**config.mk**
```make
export PLATFORM = sky130hd
export DESIGN_NAME = arm_hazard_unit_flat
export DESIGN_NICKNAME = d
export VERILOG_FILES = /design/src/rtl/arm_hazard_unit_pkg.sv /design/src/rtl/arm_hazard_unit_if.sv /design/src/rtl/arm_hazard_unit_fwd_match.sv /design/src/rtl/arm_hazard_unit.sv /design/src/flat_wrapper.sv
export SDC_FILE = /design/constraint.sdc
export NUM_CORES = 1
export LEC_CHECK = 0
export CAP_MARGIN = 0
export CELL_PAD_IN_SITES_DETAIL_PLACEMENT = 2
export CELL_PAD_IN_SITES_GLOBAL_PLACEMENT = 2
export CORE_ASPECT_RATIO = 0.9
export CORE_MARGIN = 3
export CORE_UTILIZATION = 25
export DETAILED_ROUTE_END_ITERATION = 12
export DONT_BUFFER_PORTS = 1
export PLACE_DENSITY_LB_ADDON = 0.1
export SLEW_MARGIN = 5
export SYNTH_ARGS = -nofsm -noshare
export SYNTH_HDL_FRONTEND = slang
export SYNTH_SLANG_ARGS = --single-unit
```
**constraint.sdc**
```tcl
create_clock -name clk -period 3.4 [get_ports clk]
set_clock_uncertainty 0.15 [all_clocks]
set_input_delay 1.02 -clock clk [delete_from_list [all_inputs] [get_ports clk]]
set_output_delay 1.02 -clock clk [all_outputs]
set_load 0.01 [all_outputs]
```
**src/rtl/arm_hazard_unit_pkg.sv**
```systemverilog
// arm_pipe_pkg: shared types for the ARM pipeline hazard unit.
//   stage_rec_t   - per-stage destination/flag tracking record
//   hz_state_t    - interlock FSM states (RUN, DRAIN, HALTED)
//   FWD_*         - forwarding select encodings
//   stage_writes  - "this stage record will write register r"
package arm_pipe_pkg;

  typedef struct packed {
    logic       valid;
    logic       rd_we;
    logic [3:0] rd_num;
    logic       is_load;
    logic       cpsr_we;
  } stage_rec_t;

  localparam logic [1:0] ST_RUN    = 2'd0;
  localparam logic [1:0] ST_DRAIN  = 2'd1;
  localparam logic [1:0] ST_HALTED = 2'd2;

  typedef enum logic [1:0] {
    RUN    = ST_RUN,
    DRAIN  = ST_DRAIN,
    HALTED = ST_HALTED
  } hz_state_t;

  localparam logic [1:0] FWD_RF  = 2'd0;
  localparam logic [1:0] FWD_EX  = 2'd1;
  localparam logic [1:0] FWD_MEM = 2'd2;
  localparam logic [1:0] FWD_WB  = 2'd3;

  localparam stage_rec_t STAGE_BUBBLE = '{valid: 1'b0, rd_we: 1'b0, rd_num: 4'd0,
                                          is_load: 1'b0, cpsr_we: 1'b0};

  function automatic logic stage_writes(input stage_rec_t s, input logic [3:0] r);
    return s.valid & s.rd_we & (s.rd_num == r);
  endfunction

endpackage

```
**src/rtl/arm_hazard_unit_if.sv**
```systemverilog
// arm_hazard_unit_if: decode <-> hazard unit bundle.
//   master: decode stage (drives dcd_*, observes stall/fwd_sel/pipe_empty/halted)
//   slave : hazard unit
// dcd_read_reg packs slot i at [4*i +: 4]; fwd_sel packs slot i at [2*i +: 2].
interface arm_hazard_unit_if #(
  parameter int NUM_SRC = 3
);
  logic                   dcd_valid;
  logic [NUM_SRC-1:0]     dcd_read_mask;
  logic [NUM_SRC*4-1:0]   dcd_read_reg;
  logic                   dcd_rd_we;
  logic [3:0]             dcd_rd_num;
  logic                   dcd_is_load;
  logic                   dcd_cpsr_we;
  logic                   dcd_is_cond;
  logic                   dcd_halt;
  logic                   stall;
  logic [NUM_SRC*2-1:0]   fwd_sel;
  logic                   pipe_empty;
  logic                   halted;

  modport master (
    output dcd_valid, dcd_read_mask, dcd_read_reg, dcd_rd_we, dcd_rd_num,
           dcd_is_load, dcd_cpsr_we, dcd_is_cond, dcd_halt,
    input  stall, fwd_sel, pipe_empty, halted
  );

  modport slave (
    input  dcd_valid, dcd_read_mask, dcd_read_reg, dcd_rd_we, dcd_rd_num,
           dcd_is_load, dcd_cpsr_we, dcd_is_cond, dcd_halt,
    output stall, fwd_sel, pipe_empty, halted
  );
endinterface

```
**src/rtl/arm_hazard_unit_fwd_match.sv**
```systemverilog
// arm_fwd_match: one source slot compared against the EX/MEM/WB records.
//   rd_mask  in  slot is actually read
//   rd_reg   in  slot register number
//   ex/mem/wb in stage records
//   sel      out forwarding select, youngest producer first
//   load_hit out slot depends on a load still in EX (load-use)
module arm_fwd_match
  import arm_pipe_pkg::*;
#(
  parameter logic [3:0] PC_REG = 4'd15
) (
  input  logic       rd_mask,
  input  logic [3:0] rd_reg,
  input  stage_rec_t ex,
  input  stage_rec_t mem,
  input  stage_rec_t wb,
  output logic [1:0] sel,
  output logic       load_hit
);

  logic live_s;
  logic ex_hit_s;
  logic mem_hit_s;
  logic wb_hit_s;

  // PC reads never forward: fetch supplies the PC value.
  assign live_s    = rd_mask & (rd_reg != PC_REG);
  assign ex_hit_s  = live_s & stage_writes(ex, rd_reg);
  assign mem_hit_s = live_s & stage_writes(mem, rd_reg);
  assign wb_hit_s  = live_s & stage_writes(wb, rd_reg);

  // Priority select: youngest in-flight writer wins.
  always_comb begin
    sel = FWD_RF;
    if (ex_hit_s) begin
      sel = FWD_EX;
    end else if (mem_hit_s) begin
      sel = FWD_MEM;
    end else if (wb_hit_s) begin
      sel = FWD_WB;
    end else begin
      sel = FWD_RF;
    end
  end

  // A load in MEM is already post-memory, so only EX loads interlock.
  assign load_hit = ex_hit_s & ex.is_load;

endmodule

```
**src/rtl/arm_hazard_unit.sv**
```systemverilog
// arm_hazard_unit: decode/execute interlock and forwarding controller.
//   clk  in  single clock, rising edge
//   rst  in  synchronous active-high reset
//   hz   slave modport of arm_hazard_unit_if (decode inputs, stall,
//        fwd_sel, pipe_empty, halted)
// Tracks destinations in EX/MEM/WB, produces per-slot forwarding selects,
// a combinational decode stall, and the SWI drain-then-halt sequence.
module arm_hazard_unit
  import arm_pipe_pkg::*;
#(
  parameter int         NUM_SRC = 3,
  parameter logic [3:0] PC_REG  = 4'd15
) (
  input  logic            clk,
  input  logic            rst,
  arm_hazard_unit_if.slave hz
);

  stage_rec_t           ex_r;
  stage_rec_t           mem_r;
  stage_rec_t           wb_r;
  hz_state_t            state_r;
  hz_state_t            state_nxt_s;
  stage_rec_t           dcd_rec_s;
  logic [NUM_SRC*2-1:0] sel_s;
  logic [NUM_SRC-1:0]   load_hit_s;
  logic                 flag_busy_s;
  logic                 hazard_s;
  logic                 stall_s;
  logic                 accept_s;
  logic                 pipe_empty_s;

  for (genvar i = 0; i < NUM_SRC; i++) begin : g_slot
    arm_fwd_match #(.PC_REG(PC_REG)) u_match (
      .rd_mask  (hz.dcd_read_mask[i]),
      .rd_reg   (hz.dcd_read_reg[4*i +: 4]),
      .ex       (ex_r),
      .mem      (mem_r),
      .wb       (wb_r),
      .sel      (sel_s[2*i +: 2]),
      .load_hit (load_hit_s[i])
    );
  end

  // No CPSR forwarding: a conditional waits until every flag writer leaves WB.
  assign flag_busy_s = (ex_r.valid & ex_r.cpsr_we) | (mem_r.valid & mem_r.cpsr_we) |
                       (wb_r.valid & wb_r.cpsr_we);
  assign hazard_s    = (|load_hit_s) | (hz.dcd_is_cond & flag_busy_s);
  assign pipe_empty_s = ~(ex_r.valid | mem_r.valid | wb_r.valid);

  // Decode stall: hazard-driven in RUN, unconditional once SWI is accepted.
  always_comb begin
    stall_s = 1'b1;
    case (state_r)
      RUN:     stall_s = hz.dcd_valid & hazard_s;
      DRAIN:   stall_s = 1'b1;
      HALTED:  stall_s = 1'b1;
      default: stall_s = 1'b1;
    endcase
  end

  assign accept_s  = (state_r == RUN) & hz.dcd_valid & ~stall_s;
  assign dcd_rec_s = '{valid: 1'b1, rd_we: hz.dcd_rd_we, rd_num: hz.dcd_rd_num,
                       is_load: hz.dcd_is_load, cpsr_we: hz.dcd_cpsr_we};

  // FSM next state: SWI drains the pipe, then halts until reset.
  always_comb begin
    state_nxt_s = state_r;
    case (state_r)
      RUN: begin
        if (accept_s & hz.dcd_halt) begin
          state_nxt_s = DRAIN;
        end else begin
          state_nxt_s = RUN;
        end
      end
      DRAIN: begin
        if (pipe_empty_s) begin
          state_nxt_s = HALTED;
        end else begin
          state_nxt_s = DRAIN;
        end
      end
      HALTED:  state_nxt_s = HALTED;
      default: state_nxt_s = RUN;
    endcase
  end

  // Stage records advance every cycle; SWI itself enters EX as a bubble.
  always_ff @(posedge clk) begin
    if (rst) begin
      ex_r    <= STAGE_BUBBLE;
      mem_r   <= STAGE_BUBBLE;
      wb_r    <= STAGE_BUBBLE;
      state_r <= RUN;
    end else begin
      ex_r    <= (accept_s & ~hz.dcd_halt) ? dcd_rec_s : STAGE_BUBBLE;
      mem_r   <= ex_r;
      wb_r    <= mem_r;
      state_r <= state_nxt_s;
    end
  end

  assign hz.stall      = stall_s;
  assign hz.fwd_sel    = sel_s;
  assign hz.pipe_empty = pipe_empty_s;
  assign hz.halted     = (state_r == HALTED);

endmodule

```
**src/flat_wrapper.sv**
```systemverilog
// flat-port wrapper written by rule: the top's interface ports become plain ports
module arm_hazard_unit_flat import arm_pipe_pkg::*;
#(
  parameter int         NUM_SRC = 3,
  parameter logic [3:0] PC_REG  = 4'd15
)
  (clk, rst, hz_dcd_valid, hz_dcd_read_mask, hz_dcd_read_reg, hz_dcd_rd_we, hz_dcd_rd_num, hz_dcd_is_load, hz_dcd_cpsr_we, hz_dcd_is_cond, hz_dcd_halt, hz_stall, hz_fwd_sel, hz_pipe_empty, hz_halted);
  arm_hazard_unit_if #(.NUM_SRC(NUM_SRC)) hz_i ();
  input  logic clk;
  input  logic rst;
  input wire logic [$bits(hz_i.dcd_valid)-1:0] hz_dcd_valid;
  input wire logic [$bits(hz_i.dcd_read_mask)-1:0] hz_dcd_read_mask;
  input wire logic [$bits(hz_i.dcd_read_reg)-1:0] hz_dcd_read_reg;
  input wire logic [$bits(hz_i.dcd_rd_we)-1:0] hz_dcd_rd_we;
  input wire logic [$bits(hz_i.dcd_rd_num)-1:0] hz_dcd_rd_num;
  input wire logic [$bits(hz_i.dcd_is_load)-1:0] hz_dcd_is_load;
  input wire logic [$bits(hz_i.dcd_cpsr_we)-1:0] hz_dcd_cpsr_we;
  input wire logic [$bits(hz_i.dcd_is_cond)-1:0] hz_dcd_is_cond;
  input wire logic [$bits(hz_i.dcd_halt)-1:0] hz_dcd_halt;
  output wire logic [$bits(hz_i.stall)-1:0] hz_stall;
  output wire logic [$bits(hz_i.fwd_sel)-1:0] hz_fwd_sel;
  output wire logic [$bits(hz_i.pipe_empty)-1:0] hz_pipe_empty;
  output wire logic [$bits(hz_i.halted)-1:0] hz_halted;
  assign hz_i.dcd_valid = hz_dcd_valid;
  assign hz_i.dcd_read_mask = hz_dcd_read_mask;
  assign hz_i.dcd_read_reg = hz_dcd_read_reg;
  assign hz_i.dcd_rd_we = hz_dcd_rd_we;
  assign hz_i.dcd_rd_num = hz_dcd_rd_num;
  assign hz_i.dcd_is_load = hz_dcd_is_load;
  assign hz_i.dcd_cpsr_we = hz_dcd_cpsr_we;
  assign hz_i.dcd_is_cond = hz_dcd_is_cond;
  assign hz_i.dcd_halt = hz_dcd_halt;
  assign hz_stall = hz_i.stall;
  assign hz_fwd_sel = hz_i.fwd_sel;
  assign hz_pipe_empty = hz_i.pipe_empty;
  assign hz_halted = hz_i.halted;
  arm_hazard_unit #(.NUM_SRC(NUM_SRC), .PC_REG(PC_REG)) u_core (.clk(clk), .rst(rst), .hz(hz_i));
endmodule
```
==> summary.md, run 1 <==
| Metric | Value |
|---|---|
| Final Wtd Congestion | `0.7693` |
| Post-route ant nets | `0` |
| Max FO, Critical Path | `4` |
| Share of layout cells above drive strength 1 | `12.33%` |
| Port Buf Inserts | `0` |
| Fin util | `30.88%` |
| Critical path's top delay family | `simple AND/OR/NAND/NOR gates` |
| Detailed placement HPWL | `3.187 mm` |
| Gate Count Post-Synth | `139` |
| Largest net degree at the start of global routing | `18` |
| Leakage Power | `0.0004851 µW` |
| # setup viols final | `0` |
| Crit Path Class | `input port to primary output` |
| Via count of the first global-routing pass | `1082` |
| Initial antenna violation count | `0` |
| Routed len/inst | `18.89 µm` |
| WL final | `3.985 mm` |
| Number of synthesis warnings | `0` |
| DIE WIDTH | `81.39 µm` |
| Detailed-route via count | `1044` |
| Clk_lat worst skew | `260 ps` |
| Num rows | `24` |
| Stages on the worst setup path | `5` |
| Setup slack after placement | `26.43 ps` |
| Sink Count | `24` |
| M2 GR Usage | `21.70%` |
| Reg-to-Reg End | `u_core.ex_r[5]` |
| Total Routing Usage GR | `13.59%` |
| F_max | `297.4 MHz` |
| H-tree levels | `1` |
| Top FF cell, synth | `dfxtp_1` |
| Via density | `4.948` |
| Seq/Total Area, Yosys | `37.57%` |
| Clock Tree Buf Depth | `2` |
| Fill cell count | `555` |
| WP data arrival | `2190 ps` |
| Max Cap Violations | `0` |
| Most Crowded Layer GR | `met2` |
| Met1 global-route usage | `18.15%` |
| CTS clk-pin slew, worst paths | `80 ps` |
| CTS Buf Count | `3` |
| First-pass GRT wire length | `6.009 mm` |
| Placeable Area | `4895 µm²` |
| Final period util | `98.89%` |
| Post-Syn Area | `1279 µm²` |
| Max VDD drop | `228.0 µV` |
| Max stage delay cell, worst path | `or4_4` |
| Starting DRT DRC Count | `16` |
| Post-synthesis cell type count | `25` |
| Placed Area | `1401 µm²` |
| Fin worst setup slack | `37.90 ps` |
| Count of state elements after synthesis | `24` |
| CTS root buf | `clkbuf_8` |
| Worst-path cell chain | `xnor2_4, nand3_2, or4_4, a31oi_4, a21o_1` |
| Cell Pwr Density | `345.4 nW/µm²` |
| CTS tree | `yes` |
| Die Y | `73.85 µm` |
| Io pins | `36` |
| DIE AREA | `6010 µm²` |
| Startpoint Class | `input port` |
| Initial cell density of the core | `26.12%` |
| Post-route cell area | `1511 µm²` |
| Delay of the slowest critical-path stage | `560 ps` |
| Gr ovfl total | `0` |
| Area Growth Syn to Fin | `18.20%` |
| Reg-to-reg slack, setup | `1320 ps` |
| Critical Path End | `hz_stall` |
| Launching point of the worst reg2reg path | `u_core.ex_r[2]` |
| HP Class | `flop to flop` |
| CTS Hold Bufs | `0` |
| Final nets | `175` |
| CP Launch Point | `hz_dcd_read_reg[8]` |
| Max_slew headroom | `57.04%` |
| Critical Path RT | `2230 ps` |
| Met3 Track Usage GR | `3.922%` |
| Buf+Inv Stages, Crit Path | `0` |
| Ys async rst share | `0%` |
| Final min period | `3362 ps` |
| Final Max Slew Viols | `0` |
| Worst Setup End Kind | `primary output` |
| # DRC | `0` |
| Number of synthesized flops with an enable pin | `0` |
| ANT cells | `0` |
| Register-to-Register Path Depth | `6` |
| Worst-Margin Slew | `639.5 ps` |
| Final hold vios | `0` |
| TNS Setup | `0 ps` |
| Mapped Nets | `166` |
| Status | `finished, final reports clean` |
| Detailed Routing Iterations Pass 1 | `2` |
| Syn avg cell area | `9.199 µm²` |
[stage by stage]
stage / total power, µW / cells / hold slack, ps
floorplan: 343.8 / 139 / 287.9
global placement: 352.4 / 208 / 300.2
detailed placement: 354.1 / 208 / 305.8
CTS: 524.0 / 211 / 318.4
global route: 550.3 / 211 / 326.0
finish: 522.1 / 211 / 315.1
[synth_stat cells (3+ instances only)]
master / number / area share, %
nor3b_1: 7 / 4.1
nor4_1: 4 / 2.0
dfxtp_1: 24 / 38
xnor2_1: 29 / 20
nand4_1: 3 / 1.5
o21a_1: 3 / 1.8
nor2b_1: 16 / 7.8
or4_1: 3 / 1.8
nor3_1: 3 / 1.2
nand2_1: 10 / 2.9
nand3_1: 12 / 4.7
xor2_1: 7 / 4.8
[layer usage]
| metal | wire length, µm | part of all wire (%) | vias to the layer above |
|---|---|---|---|
| met5 | 0 | 0 | - |
| met4 | 40 | 1.0 | 0 |
| met3 | 156 | 3.9 | 6 |
| met2 | 1950 | 49 | 19 |
| met1 | 1838 | 46 | 519 |
| li1 | - | - | 500 |
[kinds of logic after synthesis]
kind of cell	after synthesis	synth area share (%)
simple gates	64	28.96
xor+xnor	36	24.66
flops	24	37.57
compound gates	12	7.926
buf+inv	3	0.8806
[placed cells by master, fill, tap and decap left out]
cell | synthesis | routed
or4_4 | 0 | 3
nand2b_1 | 2 | 2
xnor2_1 | 29 | 26
a21o_1 | 1 | 1
nand3_2 | 0 | 1
inv_1 | 1 | 1
clkbuf_8 | 0 | 3
nor2b_1 | 16 | 16
a21oi_1 | 2 | 2
xnor2_4 | 0 | 3
a22oi_1 | 1 | 1
a31oi_4 | 1 | 1
nand3_1 | 12 | 11
buf_4 | 0 | 6
or3b_2 | 1 | 1
o41ai_1 | 2 | 2
nor2_1 | 2 | 2
nor3_1 | 3 | 3
or4b_1 | 1 | 1
nand2_1 | 10 | 10
o21a_1 | 3 | 3
o21ai_1 | 1 | 1
nor3b_1 | 7 | 7
nand4_1 | 3 | 3
nor4_1 | 4 | 4
dfxtp_1 | 24 | 24
xor2_1 | 7 | 7
a311o_1 | 1 | 1
[worst register-to-register path, delay by kind of cell, from the launching register on]
family	cells	cell delay, ps
xor+xnor	1	160
compound gates	1	190
flops	1	550
buf+inv	1	200
simple gates	3	720
[flip-flops by register name, summed over array words and instances, names as in the netlist]
signal	flops
u_core.ex_r	8
u_core.wb_r	7
u_core.mem_r	7
u_core.state_r	2
[worst min-delay path by stage]
stage / start / endpoint / slack [ps] / cells after the start
after detailed placement: u_core.mem_r[6] / u_core.wb_r[6] / 310 / 1
final: u_core.mem_r[6] / u_core.wb_r[6] / 320 / 1
after CTS: u_core.mem_r[6] / u_core.wb_r[6] / 320 / 1
after global routing: u_core.mem_r[0] / u_core.wb_r[0] / 330 / 1
after global placement: u_core.mem_r[0] / u_core.wb_r[0] / 300 / 1
after floorplan: u_core.ex_r[6] / u_core.mem_r[6] / 290 / 1
[power by group]
group | internal (µW) | switching, µW
clock | 79.2 | 88.3
sequential | 288 | 9.12
combinational | 34.4 | 23.5
[layout make-up]
type	instances	area, µm²	area share [%]
clock buffers	3	41.29	2.732
multi-input cells	112	859.6	56.87
well taps	65	81.33	5.381
flip-flops and latches	24	480.5	31.79
inverters	1	3.754	0.2483
repair buffers	6	45.04	2.980
[what timing repair did]
action	in CTS	in global routing
buffers inserted	0	0
endpoints found under the setup margin	0	1
resized for setup	0	9
Note: power is estimated with default switching activity, not from simulation.
==> run 2: changes to the inputs <==
--- a/config.mk
+++ b/config.mk
@@ -10,9 +10,11 @@
 export CELL_PAD_IN_SITES_GLOBAL_PLACEMENT = 2
 export CORE_ASPECT_RATIO = 0.9
 export CORE_MARGIN = 3
-export CORE_UTILIZATION = 25
+export CORE_UTILIZATION = 36
+export CTS_CLUSTER_SIZE = 12
 export DETAILED_ROUTE_END_ITERATION = 12
 export DONT_BUFFER_PORTS = 1
+export GPL_ROUTABILITY_DRIVEN = 1
 export PLACE_DENSITY_LB_ADDON = 0.1
 export SLEW_MARGIN = 5
 export SYNTH_ARGS = -nofsm -noshare
==> run 2 against run 1 <==
  * Flip-flop and latch count did not move
  * Sequential power hardly changed
  * Core utilization rose by 13 points
  * Sequential share of layout area rose by 2.0 points
  * Maximum frequency up 1.4%
  * Largest cell class unchanged
  * Largest power group unchanged
==> summary.md, run 2 (synthesized netlist as in run 1, its figures left out) <==
| Metric | Value |
|---|---|
| Status | `finished, final reports clean` |
| Area Growth Syn to Fin | `11.15%` |
| Initial cell density of the core | `39.55% (+13 points)` |
| Critical path's top delay family | `simple AND/OR/NAND/NOR gates` |
| HP Class | `flop to flop` |
| Max Cap Violations | `0 (unchanged)` |
| Area of the multi-input gates | `798.3 µm² (-7.1%)` |
| CTS root buf | `clkbuf_8` |
| Cell Pwr Density | `360.8 nW/µm² (+4.5%)` |
| Critical Path RT | `2230 ps (about the same)` |
| Die Y | `62.54 µm (-15%)` |
| Via density | `5.521 (+12%)` |
| Stages on the worst setup path | `5 (unchanged)` |
| Commonest non-fill, non-tap cell in the layout | `xnor2_1` |
| DIE AREA | `4304 µm² (-28%)` |
| Worst-Margin Slew | `608.8 ps (-30.76 ps)` |
| Flip-flop count of the largest register after layout | `8 (unchanged)` |
| Detailed-route via count | `1038 (-0.57%)` |
| Worst Setup End Kind | `primary output` |
| Initial antenna violation count | `0 (unchanged)` |
| Share of layout cells above drive strength 1 | `9.589% (-2.7 points)` |
| TNS Setup | `0 ps (unchanged)` |
| Final hold vios | `0 (unchanged)` |
| Worst-path cell chain | `xnor2_1, nand3_1, or4_4, a31oi_4, a21o_1` |
| Clock Tree Buf Depth | `2 (unchanged)` |
| Detailed Routing Iterations Pass 1 | `4 (+2)` |
| Final period util | `97.56% (-1.3 points)` |
| First-pass GRT wire length | `6.016 mm (+0.12%)` |
| Io pins | `36 (unchanged)` |
| FF+latch area | `480.5 µm² (unchanged)` |
| Gr ovfl total | `0 (unchanged)` |
| Post-route ant nets | `0 (unchanged)` |
| WP data arrival | `2150 ps (-40 ps)` |
| Final nets | `175 (unchanged)` |
| Routed len/inst | `19.87 µm (+5.2%)` |
| DIE WIDTH | `68.82 µm (-15%)` |
| Startpoint Class | `input port` |
| Port Buf Inserts | `0 (unchanged)` |
| Via count of the first global-routing pass | `1154 (+6.7%)` |
| Crit Path Class | `input port to primary output` |
| Unrepaired setup endpoints after global routing | `no` |
| Starting DRT DRC Count | `40 (+24)` |
| Buf+Inv Stages, Crit Path | `0 (unchanged)` |
| F_max | `301.5 MHz (+1.4%)` |
| Placeable Area | `3233 µm² (-34%)` |
| Largest net degree at the start of global routing | `18 (unchanged)` |
| Clk_lat worst skew | `270 ps (about the same)` |
| Max stage delay cell, worst path | `or4_4` |
| Setup slack after placement | `17.15 ps (-9.281 ps)` |
| Detailed placement HPWL | `3.099 mm (-2.8%)` |
| CTS tree | `yes` |
| Num rows | `19 (-21%)` |
| Final Max Slew Viols | `0 (unchanged)` |
| Fin worst setup slack | `82.86 ps (+44.96 ps)` |
| Final min period | `3317 ps (-44.96 ps)` |
| Most frequent cells in the layout | `xnor2_1 (29), dfxtp_1 (24), nor2b_1 (16), nand3_1 (12), nand2_1 (10)` |
| # setup viols final | `0 (unchanged)` |
| Delay of the slowest critical-path stage | `510 ps (-50 ps)` |
| Leakage Power | `0.0004661 µW (-3.9%)` |
| WL final | `3.735 mm (-6.3%)` |
| Register-to-Register Path Depth | `7 (+1)` |
| Total Routing Usage GR | `19.28% (+5.7 points)` |
| CTS clk-pin slew, worst paths | `80 ps (about the same)` |
| Hold Path Depth | `1 (unchanged)` |
| Fill cell count | `372 (-33%)` |
| Final hold slack | `313.4 ps (-1.719 ps)` |
| Largest registers | `u_core.ex_r x8, u_core.mem_r x7, u_core.wb_r x7` |
| CTS Buf Count | `3 (unchanged)` |
| Sink Count | `24 (unchanged)` |
| Top reg by flops | `u_core.ex_r` |
| Max_slew headroom | `59.10% (+2.1 points)` |
| ANT cells | `0 (unchanged)` |
| # DRC | `0 (unchanged)` |
| H-tree levels | `1 (unchanged)` |
| Max FO, Critical Path | `4 (unchanged)` |
| Final Wtd Congestion | `0.8511 (+11%)` |
| Max VDD drop | `203.8 µV (-11%)` |
## run 2: cell count changes in the layout (fill, tap and decap cells not counted)
cell     before  now
nand3_2       1    0
nand3_1      11   12
xnor2_4       3    0
xnor2_1      26   29
## run 2: area by class of cell
class | instances | area share, %
Tap cell | 42 | 3.697
Inverter | 1 | 0.2641
Multi-Input combinational cell | 112 | 56.16
Timing Repair Buffer | 6 | 3.169
Clock buffer | 3 | 2.905
Sequential cell | 24 | 33.80
## run 2: repair_timing
| item | 4_1_cts | 5_1_grt |
|---|---|---|
| setup buffers | 0 | 1 |
| setup endpoints to repair | 1 | 1 |
| hold buffers | 0 | 0 |
| gates resized for setup | 1 | 1 |
| pin swaps | 0 | 2 |
## run 2: where the power goes
group / switching [µW] / internal (µW)
clock network: 86.5 / 79.3
registers: 8.38 / 288
logic: 21.9 / 29.3
total: 117 / 396
## run 2: per-stage QoR
| step | utilization [%] | total power, µW | cells | area [µm²] |
|---|---|---|---|---|
| finish | 43.96 | 512.9 | 188 | 1421 |
| global route | 43.96 | 537.7 | 188 | 1421 |
| CTS | 43.61 | 518.3 | 187 | 1410 |
| detailed placement | 42.22 | 354.4 | 184 | 1365 |
| global placement | 42.22 | 350.0 | 184 | 1365 |
| floorplan | - | 343.8 | 139 | 1282 |
## run 2: routing by layer
layer  global-route usage, %  part of all wire (%)
met1                   26.94                    49
met2                   27.65                    44
met3                   5.396                   6.1
met4                   7.299                   1.7
met5                       0                     0
## run 2: path summary, 6_finish.rpt
| check | startpoint | to | slack, ps |
|---|---|---|---|
| setup reg to reg | u_core.ex_r[3] | u_core.ex_r[0] | 1340 |
| setup / recovery | hz_dcd_read_reg[5] | hz_stall | 80 |
| hold / removal | u_core.mem_r[6] | u_core.wb_r[6] | 310 |
| hold reg to reg | u_core.mem_r[6] | u_core.wb_r[6] | 310 |
